<file path="config.mk">
export PLATFORM = sky130hd
export DESIGN_NAME = tlp_action_queue_flat
export DESIGN_NICKNAME = d
export VERILOG_FILES = /design/src/rtl/tlp_action_queue_if.sv /design/src/rtl/tlp_action_queue.sv /design/src/flat_wrapper.sv
export SDC_FILE = /design/constraint.sdc
export NUM_CORES = 1
export LEC_CHECK = 0
export CAP_MARGIN = 30
export CORE_MARGIN = 8
export CORE_UTILIZATION = 60
export CTS_CLUSTER_DIAMETER = 60
export DETAILED_ROUTE_END_ITERATION = 12
export PLACE_DENSITY = 0.81
export SETUP_SLACK_MARGIN = 0.1
export SLEW_MARGIN = 20
export SYNTH_ARGS = -nofsm -noshare
export SYNTH_HDL_FRONTEND = slang
export SYNTH_SLANG_ARGS = --single-unit
</file>
<file path="constraint.sdc">
create_clock -name pcieClk_in -period 11.1 [get_ports pcieClk_in]
set_clock_uncertainty 0.1 [all_clocks]
set_input_delay 2.22 -clock pcieClk_in [delete_from_list [all_inputs] [get_ports pcieClk_in]]
set_output_delay 2.22 -clock pcieClk_in [all_outputs]
set_load 0.02 [all_outputs]
</file>
<file path="src/rtl/tlp_action_queue_if.sv">
// Action handshake bundle between TLP receiver, action queue and TLP sender.
interface tlp_action_queue_if #(
    parameter int unsigned ACT_WIDTH = 64
);
    logic [ACT_WIDTH-1:0] actData_in;
    logic                 actValid_in;
    logic [ACT_WIDTH-1:0] actData_out;
    logic                 actValid_out;
    logic                 actReady_in;
    logic                 rxGate_out;

    // Queue side: accepts pushes, presents the head, drives the rx gate.
    modport slave (
        input  actData_in,
        input  actValid_in,
        input  actReady_in,
        output actData_out,
        output actValid_out,
        output rxGate_out
    );

    // Environment side: receiver pushes, sender pops.
    modport master (
        output actData_in,
        output actValid_in,
        output actReady_in,
        input  actData_out,
        input  actValid_out,
        input  rxGate_out
    );
endinterface

</file>
<file path="src/rtl/tlp_action_queue.sv">
// Action queue between TLP receiver and sender: throttled, overflow-counting,
// high-water tracking FIFO with synchronous flush and registered outputs.
module tlp_action_queue #(
    parameter int unsigned ACT_WIDTH = 64,
    parameter int unsigned DEPTH     = 8,
    parameter int unsigned HEADROOM  = 2,
    parameter int unsigned CNT_WIDTH = 16
) (
    input  logic                     pcieClk_in,
    input  logic                     pcieResetN_in,
    input  logic                     flush_in,
    tlp_action_queue_if.slave        act,
    output logic [$clog2(DEPTH):0]   depth_out,
    output logic [$clog2(DEPTH):0]   highWater_out,
    output logic                     overflow_out,
    output logic [CNT_WIDTH-1:0]     dropCount_out
);
    localparam int unsigned PTR_W = $clog2(DEPTH);
    localparam int unsigned DEP_W = PTR_W + 1;

    // Reject parameter sets the queue cannot implement.
    if (DEPTH < 2 || (DEPTH & (DEPTH - 1)) != 0) begin : gBadDepth
        $error("tlp_action_queue: DEPTH must be a power of two >= 2");
    end
    if (HEADROOM >= DEPTH) begin : gBadHeadroom
        $error("tlp_action_queue: HEADROOM must be below DEPTH");
    end

    logic [ACT_WIDTH-1:0] mem [DEPTH];
    logic [PTR_W-1:0]     rdPtr;
    logic [PTR_W-1:0]     wrPtr;

    logic                 popC;
    logic                 pushC;
    logic                 dropC;
    logic                 writeC;
    logic [PTR_W-1:0]     rdPtrNext;
    logic [PTR_W-1:0]     wrPtrNext;
    logic [DEP_W-1:0]     depthNext;
    logic [DEP_W-1:0]     highWaterNext;
    logic [ACT_WIDTH-1:0] headNext;
    logic                 gateNext;
    logic                 overflowNext;
    logic [CNT_WIDTH-1:0] dropCountNext;

    // Next-state for pointers, occupancy and status; flush overrides traffic.
    always_comb begin
        popC          = act.actValid_out & act.actReady_in;
        pushC         = act.actValid_in & ((depth_out < DEP_W'(DEPTH)) | popC);
        dropC         = act.actValid_in & ~pushC;
        writeC        = pushC & ~flush_in;
        rdPtrNext     = rdPtr;
        wrPtrNext     = wrPtr;
        depthNext     = depth_out;
        overflowNext  = overflow_out;
        dropCountNext = dropCount_out;

        if (flush_in) begin
            rdPtrNext = '0;
            wrPtrNext = '0;
            depthNext = '0;
        end else begin
            if (popC) begin
                rdPtrNext = rdPtr + PTR_W'(1);
            end
            if (pushC) begin
                wrPtrNext = wrPtr + PTR_W'(1);
            end
            depthNext = depth_out + DEP_W'(pushC) - DEP_W'(popC);
            if (dropC) begin
                overflowNext = 1'b1;
                if (dropCount_out != '1) begin
                    dropCountNext = dropCount_out + CNT_WIDTH'(1);
                end
            end
        end

        // The word being written becomes the head when it lands at the new read slot.
        headNext      = (writeC && (wrPtr == rdPtrNext)) ? act.actData_in : mem[rdPtrNext];
        gateNext      = depthNext < DEP_W'(DEPTH - HEADROOM);
        highWaterNext = (depthNext > highWater_out) ? depthNext : highWater_out;
    end

    // Storage array; contents need no reset since occupancy qualifies them.
    always_ff @(posedge pcieClk_in) begin
        if (writeC) begin
            mem[wrPtr] <= act.actData_in;
        end
    end

    // Pointer, occupancy and registered-output state.
    always_ff @(posedge pcieClk_in or negedge pcieResetN_in) begin
        if (!pcieResetN_in) begin
            rdPtr            <= '0;
            wrPtr            <= '0;
            depth_out        <= '0;
            highWater_out    <= '0;
            overflow_out     <= 1'b0;
            dropCount_out    <= '0;
            act.actValid_out <= 1'b0;
            act.actData_out  <= '0;
            act.rxGate_out   <= 1'b1;
        end else begin
            rdPtr            <= rdPtrNext;
            wrPtr            <= wrPtrNext;
            depth_out        <= depthNext;
            highWater_out    <= highWaterNext;
            overflow_out     <= overflowNext;
            dropCount_out    <= dropCountNext;
            act.actValid_out <= depthNext != '0;
            act.actData_out  <= headNext;
            act.rxGate_out   <= gateNext;
        end
    end
endmodule

</file>
<file path="src/flat_wrapper.sv">
// flat-port wrapper written by rule: the top's interface ports become plain ports
module tlp_action_queue_flat 
#(
    parameter int unsigned ACT_WIDTH = 64,
    parameter int unsigned DEPTH     = 8,
    parameter int unsigned HEADROOM  = 2,
    parameter int unsigned CNT_WIDTH = 16
)
  (pcieClk_in, pcieResetN_in, flush_in, depth_out, highWater_out, overflow_out, dropCount_out, act_actData_in, act_actValid_in, act_actReady_in, act_actData_out, act_actValid_out, act_rxGate_out);
  tlp_action_queue_if #(.ACT_WIDTH(ACT_WIDTH)) act_i ();
  input  logic pcieClk_in;
  input  logic pcieResetN_in;
  input  logic flush_in;
  output logic [$clog2(DEPTH):0] depth_out;
  output logic [$clog2(DEPTH):0] highWater_out;
  output logic overflow_out;
  output logic [CNT_WIDTH-1:0] dropCount_out;
  input wire logic [$bits(act_i.actData_in)-1:0] act_actData_in;
  input wire logic [$bits(act_i.actValid_in)-1:0] act_actValid_in;
  input wire logic [$bits(act_i.actReady_in)-1:0] act_actReady_in;
  output wire logic [$bits(act_i.actData_out)-1:0] act_actData_out;
  output wire logic [$bits(act_i.actValid_out)-1:0] act_actValid_out;
  output wire logic [$bits(act_i.rxGate_out)-1:0] act_rxGate_out;
  assign act_i.actData_in = act_actData_in;
  assign act_i.actValid_in = act_actValid_in;
  assign act_i.actReady_in = act_actReady_in;
  assign act_actData_out = act_i.actData_out;
  assign act_actValid_out = act_i.actValid_out;
  assign act_rxGate_out = act_i.rxGate_out;
  tlp_action_queue #(.ACT_WIDTH(ACT_WIDTH), .DEPTH(DEPTH), .HEADROOM(HEADROOM), .CNT_WIDTH(CNT_WIDTH)) u_core (.pcieClk_in(pcieClk_in), .pcieResetN_in(pcieResetN_in), .flush_in(flush_in), .act(act_i), .depth_out(depth_out), .highWater_out(highWater_out), .overflow_out(overflow_out), .dropCount_out(dropCount_out));
endmodule
</file>
==> metrics.yaml, run 1 <==
crit_buf_inv: 2
grt_max_degree: 114
tightestPinTransition_ns: 1.014
critPathMaxFanout: 77
critPathLaunchType: "primary input"
ys_seq_area_frac: 0.6999
ant_nets: 0
nNetsFinal: 1718
die_h_um: 221.9
clk_pin_slew_ns: 0.06
portBuffers: 159
coreArea_um2: 41850
placed_area_um2: 27370
fp.dieArea_um2: 49240
finalCritPeriodShare: 0.5971
cts.sinks: 609
grt_pass1_vias: 16430
synthFlopType: "edfxtp_1"
clock.fmax_ghz: 0.1509
fin_tns_setup_ns: 0
hold_viol_final: 0
crit_required_ns: 11.49
syn_area_um2: 25440
clock_path_buffers: 3
post_cts_buffers: 0
syn-num-nets: 1641
cts_tree: "yes"
critPathArrivalTime_ns: 7.02
drtIter0Drc: 1926
crit_chain: "clkdlybuf4s50_1, and2_4, buf_4, xor2_1, ha_1, fa_1, nor2b_1, ha_1, nor2b_1, o21a_1, o21a_1, o21ai_0, mux2_2"
placementRows: 75
numPlacedInstances: 2113
firstDrtPassIters: 6
dp_hpwl_um: 30530
clock_latency_ns: 0.62
syn_to_final_growth_pct: 15.55
path_delay_family: "buffers and inverters"
wl_per_cell_um: 27.31
finalInstanceArea_um2: 29390
critPathMaxStageDelay_ns: 0.76
htreeDepth: 2
hold_ws_ns: 0.3690
cts-root-buf: "clkbuf_16"
peakVddDrop_v: 0.0001766
die_w_um: 221.9
num_vias: 15980
grt_pass1_wl_um: 94550
cp_slowest_cell: "buf_4"
synth_edf_count: 512
cts_made_buffers: 59
hold_class: "register to register"
grt_usage: 0.2414
yosysWarnings: 0
fin_crit_ns: 6.628
routed_wirelength_um: 60920
ios: 160
critPathKind: "primary input to register"
rsz0062_at_grt: "false"
yosysUniqueCellTypes: 45
ys_ff_latch: 609
synth_area_per_cell_um2: 16.29
postSynthCellCount: 1561
layout-drive-gt1-share: 0.1226
routed_via_density: 7.160
postLayoutCoreUtil: 0.7023
hold_buffers: 0
initial_core_util: 0.6077
p_per_area_nw_per_um2: 209.1
slew_headroom: 0.3242
drc: 0
setup_violations: 0
async_flop_share: 0.1593
gp_congestion: 0.7644
overflow: 0
status: "complete, no violations"
final_cells: 2231
maxSlewViolCount: 0
leakage_uw: 0.01061
cts.repair.resized: 0
antenna_found_initial: 4
cap_viol_max_count: 0
critPathCaptureType: "register"
## worst register-to-register path, stage by stage (launching register included)
cell and delay, ns:
dfrtp_1 0.49, and2_4 0.54, buf_4 0.79, xor2_1 0.19
ha_1 0.26, fa_1 0.53, nor2b_1 0.25, ha_1 0.30
nor2b_1 0.14, o21a_1 0.16, o21a_1 0.16, o21ai_0 0.45
mux2_2 0.40
## cell usage in the layout (no fill, tap or decap), drive strengths merged, types with 5 or more instances in the layout
master         synthesis  final
edfxtp               512    512
o211a                256    256
a2111oi              256    256
clkdlybuf4s50          0    158
dfrtp                 96     96
clkbuf               148     73
mux2                  70     70
nor4                  65     65
buf                   32     38
clkinv                 0     28
nor2                  18     18
xnor2                 13     13
inv                   11     12
nand2                 10     10
xor2                  10     10
ha                    10     10
nand4                  9      9
nand2b                 7      7
bufinv                 0      6
nor2b                  5      5
## cell type report
class                   instances  area, µm²
clock buffers                  73       1570
repair buffers                196       1999
fillers                      2581      12460
flip-flops and latches        609      17800
multi-input cells             761       6928
diodes                          3      7.507
clock inverters                39      364.1
inverters                      11      45.04
well taps                     539      674.4
## through the flow
step / setup slack (ns) / total power [µW]
2_1_floorplan: 3.172 / 3631
3_3_place_gp: 4.029 / 4132
3_5_place_dp: 3.927 / 4174
4_1_cts: 4.533 / 6155
5_1_grt: 4.230 / 6369
6_report: 4.472 / 6145
## synthesized netlist by cell type (2+ instances only)
cell type  number  area, µm²
nor3_1          4      20.02
a2111oi_0     256       2242
nand2b_1        7      43.79
nand4_1         8      50.05
o211a_1       256       2562
o21a_1          2      15.01
inv_2           2      7.510
nand3_1         4      20.02
nor4_1         65      406.6
buf_2          17      85.08
edfxtp_1      512      15370
clkbuf_1      148      555.5
a21oi_1         4      20.02
inv_1           9      33.78
mux2_1         12      135.1
nand2_1        10      37.54
buf_1           3      11.26
nor2_1         18      67.56
dfrtp_1        96       2402
ha_1           10      125.1
xor2_1         10      87.58
mux2_2         58      653.1
buf_6           7      78.83
and4_1          2      17.52
xnor2_1        12      105.1
buf_4           5      37.54
nor2b_1         5      31.28
and3_1          2      12.51
## kinds of logic (layout without fill, tap and decap cells)
logic type	count (synthesis)	after routing	share of synthesized area
AO/OA/AOI/OAI	525	525	0.1926
XOR/XNOR	23	23	0.008215
adder cells (fa/ha/maj)	11	11	0.005706
buffers and inverters	191	319	0.03183
flip-flops	609	609	0.6999
multiplexers	71	71	0.03153
other	0	3	0
AND/OR/NAND/NOR	131	131	0.03020
## power breakdown
part           leakage, µW  switching [µW]  internal (µW)
sequential         0.00580            85.2           2660
combinational      0.00386             821            582
clock             0.000944             848           1140
## per-layer routing
layer  GRT usage  wire [µm]  vias up
met2      0.4014      30010      852
met5           0         10        -
li1            -          -     6825
met3     0.04417       5014      140
met4     0.09835       1894        2
met1      0.3123      23990     8156
## state kept, by name (all words and copies together) (netlist names)
register,cells
u_core.mem,512
u_core.act.actData_out,64
u_core.dropCount_out,16
u_core.depth_out,4
u_core.highWater_out,4
u_core.rdPtr,3
u_core.wrPtr,3
u_core.act.actValid_out,1
u_core.act.rxGate_out,1
u_core.overflow_out,1
## worst paths after layout
kind,startpoint,endpoint,slack [ns],depth (start not counted)
worst max-delay path,act_actReady_in,u_core.highWater_out[1],4.47,13
worst min-delay path,u_core.overflow_out,u_core.overflow_out,0.37,1
worst max register to register,u_core.act.actValid_out,u_core.highWater_out[1],6.21,12
worst min register to register,u_core.overflow_out,u_core.overflow_out,0.37,1
max in group asynchronous,pcieResetN_in,u_core.act.actData_out[37],8.05,2
min in group asynchronous,pcieResetN_in,u_core.act.actData_out[10],1.54,1
(Power assumes the default switching activity.)
==> run 2, diff against run 1 <==
CORE_UTILIZATION = 54   (was 60)
PLACE_DENSITY = 0.77   (was 0.81)
clock period = 5.45 ns   (was 11.1 ns; I/O delays follow)
==> run 2 against run 1 <==
Clock power up 98%. Critical path depth unchanged. Utilization shrank 6.9 points. Sequential power grew 100%. Largest power group unchanged.
==> metrics.yaml, run 2 (same netlist as run 1, synthesis figures left out) <==
routed_via_density: 6.896  # was 7.160
top_regs: "u_core.mem x512, u_core.act.actData_out x64, u_core.dropCount_out x16"  # unchanged
p_comb_frac: 0.230  # was 0.228
nNetsFinal: 1715  # was 1,718
fin_tns_setup_ns: 0  # unchanged
rsz0062_at_grt: "false"  # unchanged
htreeDepth: 2  # unchanged
num_vias: 15810  # was 15,980
critPathMaxStageDelay_ns: 0.54  # was 0.76 ns
grt_usage: 0.2250  # was 0.2414
hold_ws_ns: 0.3714  # was 0.3690 ns
intPower_uw: 8863  # was 4392 µW
crit_required_ns: 5.84  # was 11.49 ns
fin_crit_ns: 4.325
placementRows: 79  # was 75
leakage_uw: 0.01059  # was 0.01061 µW
tightestPinTransition_ns: 0.9513  # was 1.014 ns
clock_latency_ns: 0.60  # was 0.62 ns
final_cell_mix: "edfxtp_1, o211a_1, a2111oi_0, clkdlybuf4s50_1, dfrtp_1"  # unchanged
cap_viol_max_count: 0  # unchanged
slew_headroom: 0.3658  # was 0.3242
p_seq_frac: 0.453  # was 0.448
die_w_um: 233.0  # was 221.9 µm
p_per_area_nw_per_um2: 421.0  # was 209.1 nW/µm²
cts-root-buf: "clkbuf_16"  # unchanged
syn_to_final_growth_pct: 15.84  # was 15.55%
cts_tree: "yes"  # unchanged
grt_pass1_vias: 16370  # was 16,430
cts.repair.resized: 0  # unchanged
fp.dieArea_um2: 54300  # was 49,240 µm²
clock.fmax_ghz: 0.2312
hold_class: "register to register"  # unchanged
cp_slowest_cell: "fa_1"  # was buf_4
wl_per_cell_um: 27.14  # was 27.31 µm
swShare: 0.2855  # was 0.2854
crit_chain: "clkdlybuf4s50_1, a21bo_2, nand2_1, inv_1, ha_1, fa_1, nor2b_1, ha_1, nor2b_1, o21a_1, o21a_1, o21ai_0, mux2_2"  # was clkdlybuf4s50_1, and2_4, buf_4, xor2_1, ha_1, fa_1, nor2b_1, ha_1, nor2b_1, o21a_1, o21a_1, o21ai_0, mux2_2
die_h_um: 233.0  # was 221.9 µm
layout-drive-gt1-share: 0.1200  # was 0.1226
hold_viol_final: 0  # unchanged
peakVddDrop_v: 0.0003266  # was 0.0001766 V
finalCritPeriodShare: 0.7937
status: "complete, no violations"  # unchanged
p_clk_frac: 0.318  # was 0.324
dp_hpwl_um: 29550  # was 30,530 µm
routed_wirelength_um: 62200  # was 60,920 µm
critPathKind: "primary input to register"  # unchanged
top_register: "u_core.mem"  # unchanged
grt_max_degree: 194  # was 114
overflow: 0  # unchanged
post_cts_buffers: 0  # unchanged
hold_buffers: 0  # unchanged
largest_reg_flops: 512  # unchanged
firstDrtPassIters: 7  # was 6
clock_path_buffers: 3  # unchanged
portBuffers: 159  # unchanged
antenna_found_initial: 5  # was 4
final_common_cell: "edfxtp_1"  # unchanged
critPathLaunchType: "primary input"  # unchanged
grt_pass1_wl_um: 96030  # was 94,550 µm
switchingPower_uw: 3541  # was 1754 µW
maxSlewViolCount: 0  # unchanged
gp_congestion: 0.7815  # was 0.7644
coreArea_um2: 46560  # was 41,850 µm²
setup_violations: 0  # unchanged
ant_nets: 0  # unchanged
initial_core_util: 0.5463  # was 0.6077
clk_pin_slew_ns: 0.06  # about the same
critPathArrivalTime_ns: 4.72  # was 7.02 ns
cts_made_buffers: 60  # was 59
drtIter0Drc: 1830  # was 1,926
critPathMaxFanout: 6  # was 77
critPathCaptureType: "register"  # unchanged
drc: 0  # unchanged
ios: 160  # unchanged
cts.sinks: 609  # unchanged
## run 2: changes by cell type in the layout (fill, tap and decap cells not counted), moves of 5 or more
cell,delta
clkbuf_8,+6
clkinv_1,-5
buf_16,-6
buf_4,-13
clkbuf_1,+5
buf_12,+15
## run 2: critical path, delay by kind of cell
kind,cells,cell delay [ns]
adders and majority gates,3,1.06
AOI/OAI and AO/OA,4,1.06
muxes,1,0.40
buffers and inverters,2,0.59
and+or+nand+nor,3,0.52
## run 2: area by class of cell
class,instances,area (µm²)
repair buffers,192,2037
inverters,11,43.79
clock buffers,85,1697
fillers,3290,17090
well taps,607,759.5
multi-input cells,761,6928
clock inverters,26,195.2
flip-flops and latches,609,17800
diodes,1,2.502
## run 2: metal layers
layer / wire (µm) / share of wire / vias to the layer above / global-route usage
met1: 24850 / 0.40 / 8126 / 0.2926
li1: - / - / 6816 / -
met4: 1655 / 0.027 / 8 / 0.07996
met3: 4801 / 0.077 / 118 / 0.04421
met2: 30840 / 0.50 / 737 / 0.3748
met5: 53 / 0.00085 / - / 0
## run 2: stage by stage
| step | power [µW] | setup WS [ns] | cell area, µm² | instances | util |
|---|---|---|---|---|---|
| after detailed placement | 8548 | 0.5122 | 27570 | 2180 | 0.5922 |
| after floorplan | 7395 | -1.348 | 25440 | 1561 | - |
| final | 12400 | 1.125 | 29470 | 2292 | 0.6329 |
| after global placement | 8483 | 0.6498 | 27550 | 2179 | 0.5918 |
| after CTS | 12470 | 1.151 | 29460 | 2291 | 0.6329 |
| after global routing | 12860 | 0.8629 | 29460 | 2291 | 0.6329 |
## run 2: power by group through the flow
stage	logic [µW]	clock network, µW	registers [µW]
floorplan	1420	0	5970
global placement	2780	0	5710
detailed placement	2840	0	5700
CTS	2860	4000	5620
global route	3050	4170	5650
finish	2850	3940	5610
## run 2: worst paths after layout
kind | startpoint | to | slack (ns) | depth (start not counted)
max in group asynchronous | pcieResetN_in | u_core.act.actData_out[13] | 3.85 | 2
max | act_actReady_in | u_core.highWater_out[2] | 1.12 | 13
min | u_core.overflow_out | u_core.overflow_out | 0.37 | 1
min reg2reg | u_core.overflow_out | u_core.overflow_out | 0.37 | 1
max reg2reg | u_core.act.actValid_out | u_core.highWater_out[2] | 1.66 | 12
min in group asynchronous | pcieResetN_in | u_core.act.actData_out[10] | 0.39 | 1
